## src/rtl/seg7_decode_if.sv

```systemverilog
// Segment-bus decoder interface: raw segment input plus the decoded
// report and its valid/ready handshake.
interface seg7_decode_if;
    logic [6:0] segIn;
    logic       outReady;
    logic       outValid;
    logic [3:0] dataOut;
    logic       blank;
    logic       invalid;

    // Decoder side: consumes segments and ready, produces the report.
    modport master (
        input  segIn,
        input  outReady,
        output outValid,
        output dataOut,
        output blank,
        output invalid
    );

    // Driver/consumer side.
    modport slave (
        output segIn,
        output outReady,
        input  outValid,
        input  dataOut,
        input  blank,
        input  invalid
    );
endinterface

```

## src/rtl/seg7_decode.sv

```systemverilog
// Seven-segment bus decoder: debounces an active-low segment pattern,
// decodes it to a hex digit and reports each new stable pattern once
// through a valid/ready handshake.
module seg7_decode #(
    parameter int unsigned STABLE_CYCLES = 4
) (
    input  logic          clk,
    input  logic          reset_n,
    seg7_decode_if.master bus
);

    typedef enum logic {SETTLE, HOLD} state_t;

    localparam logic [7:0] STABLE_MAX = 8'(STABLE_CYCLES);

    state_t     state, stateNxt;
    logic [6:0] sampleReg;
    logic [7:0] stableCnt;
    logic [6:0] reportedPat, reportedPatNxt;
    logic       reportedVld, reportedVldNxt;
    logic [6:0] latchedPat, latchedPatNxt;
    logic       outValidQ, outValidNxt;
    logic [3:0] dataQ, dataNxt;
    logic       blankQ, blankNxt;
    logic       invalidQ, invalidNxt;
    logic [3:0] decVal;
    logic       decBlank, decInvalid;

    // Input sampling and stability counter; run in every state.
    always_ff @(posedge clk) begin
        if (!reset_n) begin
            sampleReg <= 7'h7F;
            stableCnt <= '0;
        end else begin
            sampleReg <= bus.segIn;
            if (bus.segIn != sampleReg)
                stableCnt <= '0;
            else if (stableCnt != STABLE_MAX)
                stableCnt <= stableCnt + 8'd1;
        end
    end

    // Segment pattern (gfedcba, active low) to hex digit / blank / invalid.
    always_comb begin
        decVal     = '0;
        decBlank   = 1'b0;
        decInvalid = 1'b0;
        case (sampleReg)
            7'b1000000: decVal = 4'h0;
            7'b1111001: decVal = 4'h1;
            7'b0100100: decVal = 4'h2;
            7'b0110000: decVal = 4'h3;
            7'b0011001: decVal = 4'h4;
            7'b0010010: decVal = 4'h5;
            7'b0000010: decVal = 4'h6;
            7'b1111000: decVal = 4'h7;
            7'b0000000: decVal = 4'h8;
            7'b0011000: decVal = 4'h9;
            7'b0001000: decVal = 4'hA;
            7'b0000011: decVal = 4'hB;
            7'b1000110: decVal = 4'hC;
            7'b0100001: decVal = 4'hD;
            7'b0000110: decVal = 4'hE;
            7'b0001110: decVal = 4'hF;
            7'b1111111: decBlank = 1'b1;
            default:    decInvalid = 1'b1;
        endcase
    end

    // Report FSM state and held output registers.
    always_ff @(posedge clk) begin
        if (!reset_n) begin
            state       <= SETTLE;
            reportedPat <= 7'h7F;
            reportedVld <= 1'b0;
            latchedPat  <= 7'h7F;
            outValidQ   <= 1'b0;
            dataQ       <= '0;
            blankQ      <= 1'b0;
            invalidQ    <= 1'b0;
        end else begin
            state       <= stateNxt;
            reportedPat <= reportedPatNxt;
            reportedVld <= reportedVldNxt;
            latchedPat  <= latchedPatNxt;
            outValidQ   <= outValidNxt;
            dataQ       <= dataNxt;
            blankQ      <= blankNxt;
            invalidQ    <= invalidNxt;
        end
    end

    // Next-state: report a new stable pattern, then hold it until accepted.
    always_comb begin
        stateNxt       = state;
        reportedPatNxt = reportedPat;
        reportedVldNxt = reportedVld;
        latchedPatNxt  = latchedPat;
        outValidNxt    = outValidQ;
        dataNxt        = dataQ;
        blankNxt       = blankQ;
        invalidNxt     = invalidQ;
        case (state)
            SETTLE: begin
                if (stableCnt == STABLE_MAX &&
                    (!reportedVld || sampleReg != reportedPat)) begin
                    latchedPatNxt = sampleReg;
                    dataNxt       = decVal;
                    blankNxt      = decBlank;
                    invalidNxt    = decInvalid;
                    outValidNxt   = 1'b1;
                    stateNxt      = HOLD;
                end
            end
            HOLD: begin
                if (outValidQ && bus.outReady) begin
                    outValidNxt    = 1'b0;
                    reportedPatNxt = latchedPat;
                    reportedVldNxt = 1'b1;
                    stateNxt       = SETTLE;
                end
            end
            default: stateNxt = SETTLE;
        endcase
    end

    assign bus.outValid = outValidQ;
    assign bus.dataOut  = dataQ;
    assign bus.blank    = blankQ;
    assign bus.invalid  = invalidQ;

endmodule

```

## src/flat_wrapper.sv

```systemverilog
// flat-port wrapper written by rule: the top's interface ports become plain ports
module seg7_decode_flat 
#(
    parameter int unsigned STABLE_CYCLES = 4
)
  (clk, reset_n, bus_segIn, bus_outReady, bus_outValid, bus_dataOut, bus_blank, bus_invalid);
  seg7_decode_if bus_i ();
  input  logic clk;
  input  logic reset_n;
  input wire logic [$bits(bus_i.segIn)-1:0] bus_segIn;
  input wire logic [$bits(bus_i.outReady)-1:0] bus_outReady;
  output wire logic [$bits(bus_i.outValid)-1:0] bus_outValid;
  output wire logic [$bits(bus_i.dataOut)-1:0] bus_dataOut;
  output wire logic [$bits(bus_i.blank)-1:0] bus_blank;
  output wire logic [$bits(bus_i.invalid)-1:0] bus_invalid;
  assign bus_i.segIn = bus_segIn;
  assign bus_i.outReady = bus_outReady;
  assign bus_outValid = bus_i.outValid;
  assign bus_dataOut = bus_i.dataOut;
  assign bus_blank = bus_i.blank;
  assign bus_invalid = bus_i.invalid;
  seg7_decode #(.STABLE_CYCLES(STABLE_CYCLES)) u_core (.clk(clk), .reset_n(reset_n), .bus(bus_i));
endmodule
```

## config.mk

```make
export PLATFORM = sky130hd
export DESIGN_NAME = seg7_decode_flat
export DESIGN_NICKNAME = d
export VERILOG_FILES = /design/src/rtl/seg7_decode_if.sv /design/src/rtl/seg7_decode.sv /design/src/flat_wrapper.sv
export SDC_FILE = /design/constraint.sdc
export NUM_CORES = 1
export LEC_CHECK = 0
export BUFFER_PORTS_ARGS = -buffer_cell sky130_fd_sc_hd__buf_2
export CAP_MARGIN = 20
export CORE_ASPECT_RATIO = 0.75
export CORE_MARGIN = 2
export CORE_UTILIZATION = 40
export CTS_CLUSTER_SIZE = 12
export DETAILED_ROUTE_END_ITERATION = 8
export GPL_TIMING_DRIVEN = 0
export HOLD_SLACK_MARGIN = 0.06
export PLACE_DENSITY = 0.62
export SYNTH_ARGS = -nofsm -noshare
export SYNTH_HDL_FRONTEND = slang
export SYNTH_SLANG_ARGS = --single-unit
export TNS_END_PERCENT = 1
```

## constraint.sdc

```tcl
create_clock -name clk -period 2.7 [get_ports clk]
set_input_delay 0.405 -clock clk [delete_from_list [all_inputs] [get_ports clk]]
set_output_delay 0.405 -clock clk [all_outputs]
set_load 0.1 [all_outputs]
```

==> out/metrics.cfg <==
[run_status]
status=finished, final reports clean

[global_route]
antenna_found_initial=0
grt_pass1_wl_microns=7340
grt_max_degree=13
gr-total-overflow=0
grt_usage=0.175
grt_pass1_vias=1474

[setup_path]
path_max_fanout=6
cp_slowest_cell=or4_1
crit_chain=nor4_2 -> nand4b_2 -> a211o_1 -> or4_1 -> and3_1
worstSetupStartpointType=register
path_class=register to register
cp.arrival_ns=2.24
max_stage_delay_ns=0.52
required_ns=2.89
endpoint_kind=register

[synth]
synth_most_common_cell=dfxtp_1
async_reset_ff_frac=0
synth_top_area_share=0.397
synth_nets=237
yosysSeqAreaShare=0.397
synth.cells.most_frequent=38 x dfxtp_1, 31 x nand2_1, 17 x nand3_1, 17 x xor2_1, 16 x nor2_1
synth_edf_count=0
ys_seq_elements=38
synth_flop_cell=dfxtp_1
netlist_area_sq_mm=0.00192
syn_inst=225
ys_warn_count=0
yosysTopAreaCell=dfxtp_1
yosysUniqueCellTypes=48
synthTopCellsByArea=dfxtp_1 40%, xor2_1 7.8%, nand2_1 6.1%
synth.avg_cell_area_sq_um=8.52

[timing]
fin_crit_ns=2.04
hold_violations=0
finalCritPeriodShare=0.757
relSlewSlack=0.629
finalSetupViolCount=0
rsz0062_at_grt=false
fmax_mhz=489
tightest_slew_ns=0.542
fin_tns_setup_ns=0
drv_slew=0
fin_skew_ns=0.00307

[clocking]
clk_latency_ns=0.30
numCtsBuffers=5
cts_max_level=2
holdBufCountCts=0
post_cts.repair.setup_buffers=0
cts_sinks=38
root_buffer=clkbuf_8
cts.clk_slew.worst_paths_ns=0.07
clk_path_buf_depth=2
ctsResizeCount=0
tritoncts=built

[place]
numPortBuffers=16
dp_hpwl_microns=3080
dp_cells=298
place_area_sq_mm=0.00207
place.gp.congestion=0.883

[power_and_ir_drop]
totalPowerFinal_w=0.00107
p_leak_nw=0.886
power_density_mw_per_mm2=494
peakVddDrop_mv=0.298

[flow_run]
maxCapViolCount=0

[floorplan]
core_sq_mm=0.00455
die_w_microns=84.0
fp.dieH_microns=64.0
dieArea_sq_mm=0.00537
num_rows=21
start_util=0.422
io_pins=17

[routing]
avgRoutedWirePerCell_microns=13.6
drt_iter0_markers=126
first_pass_iters=4
wirelength_microns=4150
routed-via-count=1602
vias_per_cell=5.24
antenna_left=0
drc=0

[worst_hold_path]
min_path_type=input port to register

[cells_and_area]
fin_cells=306
drive_above_1_share=0.137
final_nets=260
diodes=0
fin_area_sq_mm=0.00216
area_delta_synth_final_pct=12.9

## cells in the final DEF (no fill, tap or decap), drive strengths merged, types with 4 or more instances in the layout
master / count
nand2: 31
nand3: 17
and3: 4
clkbuf: 15
mux2i: 7
nand2b: 10
xnor2: 6
xor2: 17
a21oi: 6
buf: 23
nor4: 4
dfxtp: 38
nor2: 16
## per-stage QoR
| stage | util | hold WS [ns] | setup slack (ns) |
|---|---|---|---|
| finish | 0.476 | 0.308 | 0.655 |
| global route | 0.476 | 0.303 | 0.390 |
| CTS | 0.476 | 0.304 | 0.637 |
| detailed placement | 0.455 | 0.455 | 0.654 |
| global placement | 0.455 | 0.445 | 0.666 |
| floorplan | - | 0.433 | 0.841 |
## critical path: cells and delay by family, from the launching register on
kind	cells	cell delay (ns)
and+or+nand+nor	4	1.26
DFF	1	0.35
AOI/OAI and AO/OA	1	0.32
## cell families after synthesis
group           share of synthesized area
simple gates                        0.311
flops                               0.397
compound gates                     0.0966
xor+xnor                            0.105
buf+inv                            0.0411
mux                                0.0365
fa+ha+maj                          0.0130
## final timing paths
kind / from / to / slack [ns] / cells after the start
worst min register to register: u_core.reportedVld / u_core.reportedVld / 0.47 / 1
worst max-delay path: u_core.stableCnt[3] / u_core.bus.dataOut[3] / 0.66 / 5
worst max register to register: u_core.stableCnt[3] / u_core.bus.dataOut[3] / 0.66 / 5
worst min-delay path: bus_segIn[4] / u_core.sampleReg[4] / 0.31 / 2
## state kept, by name, indices dropped and copies added, names as in the netlist
register	flops
u_core.bus.blank	1
u_core.bus.dataOut	4
u_core.bus.invalid	1
u_core.bus.outValid	1
u_core.latchedPat	7
u_core.reportedPat	7
u_core.reportedVld	1
u_core.sampleReg	7
u_core.stableCnt	8
u_core.state	1
## cell type report
| class | count | area, sq um |
|---|---|---|
| inverters | 3 | 11.3 |
| repair buffers | 16 | 80.1 |
| clock inverters | 2 | 12.5 |
| clock buffers | 6 | 82.6 |
| multi-input cells | 168 | 1080 |
| well taps | 57 | 71.3 |
| fillers | 448 | 2380 |
| flip-flops and latches | 38 | 761 |
| plain buffers | 16 | 67.6 |
## where the power goes
part	internal, W	switching [W]
sequential	0.000566	0.00000616
combinational	0.0000326	0.0000520
clock	0.000205	0.000207
## routing by layer
metal  up-vias  GRT usage  wire [microns]
met2        37      0.227            1540
met3         8     0.0672             234
met1       729      0.262            2310
li1        828          -               -
met5         -          0               0
met4         0     0.0504              72
Power figures use the tool's default switching activity.
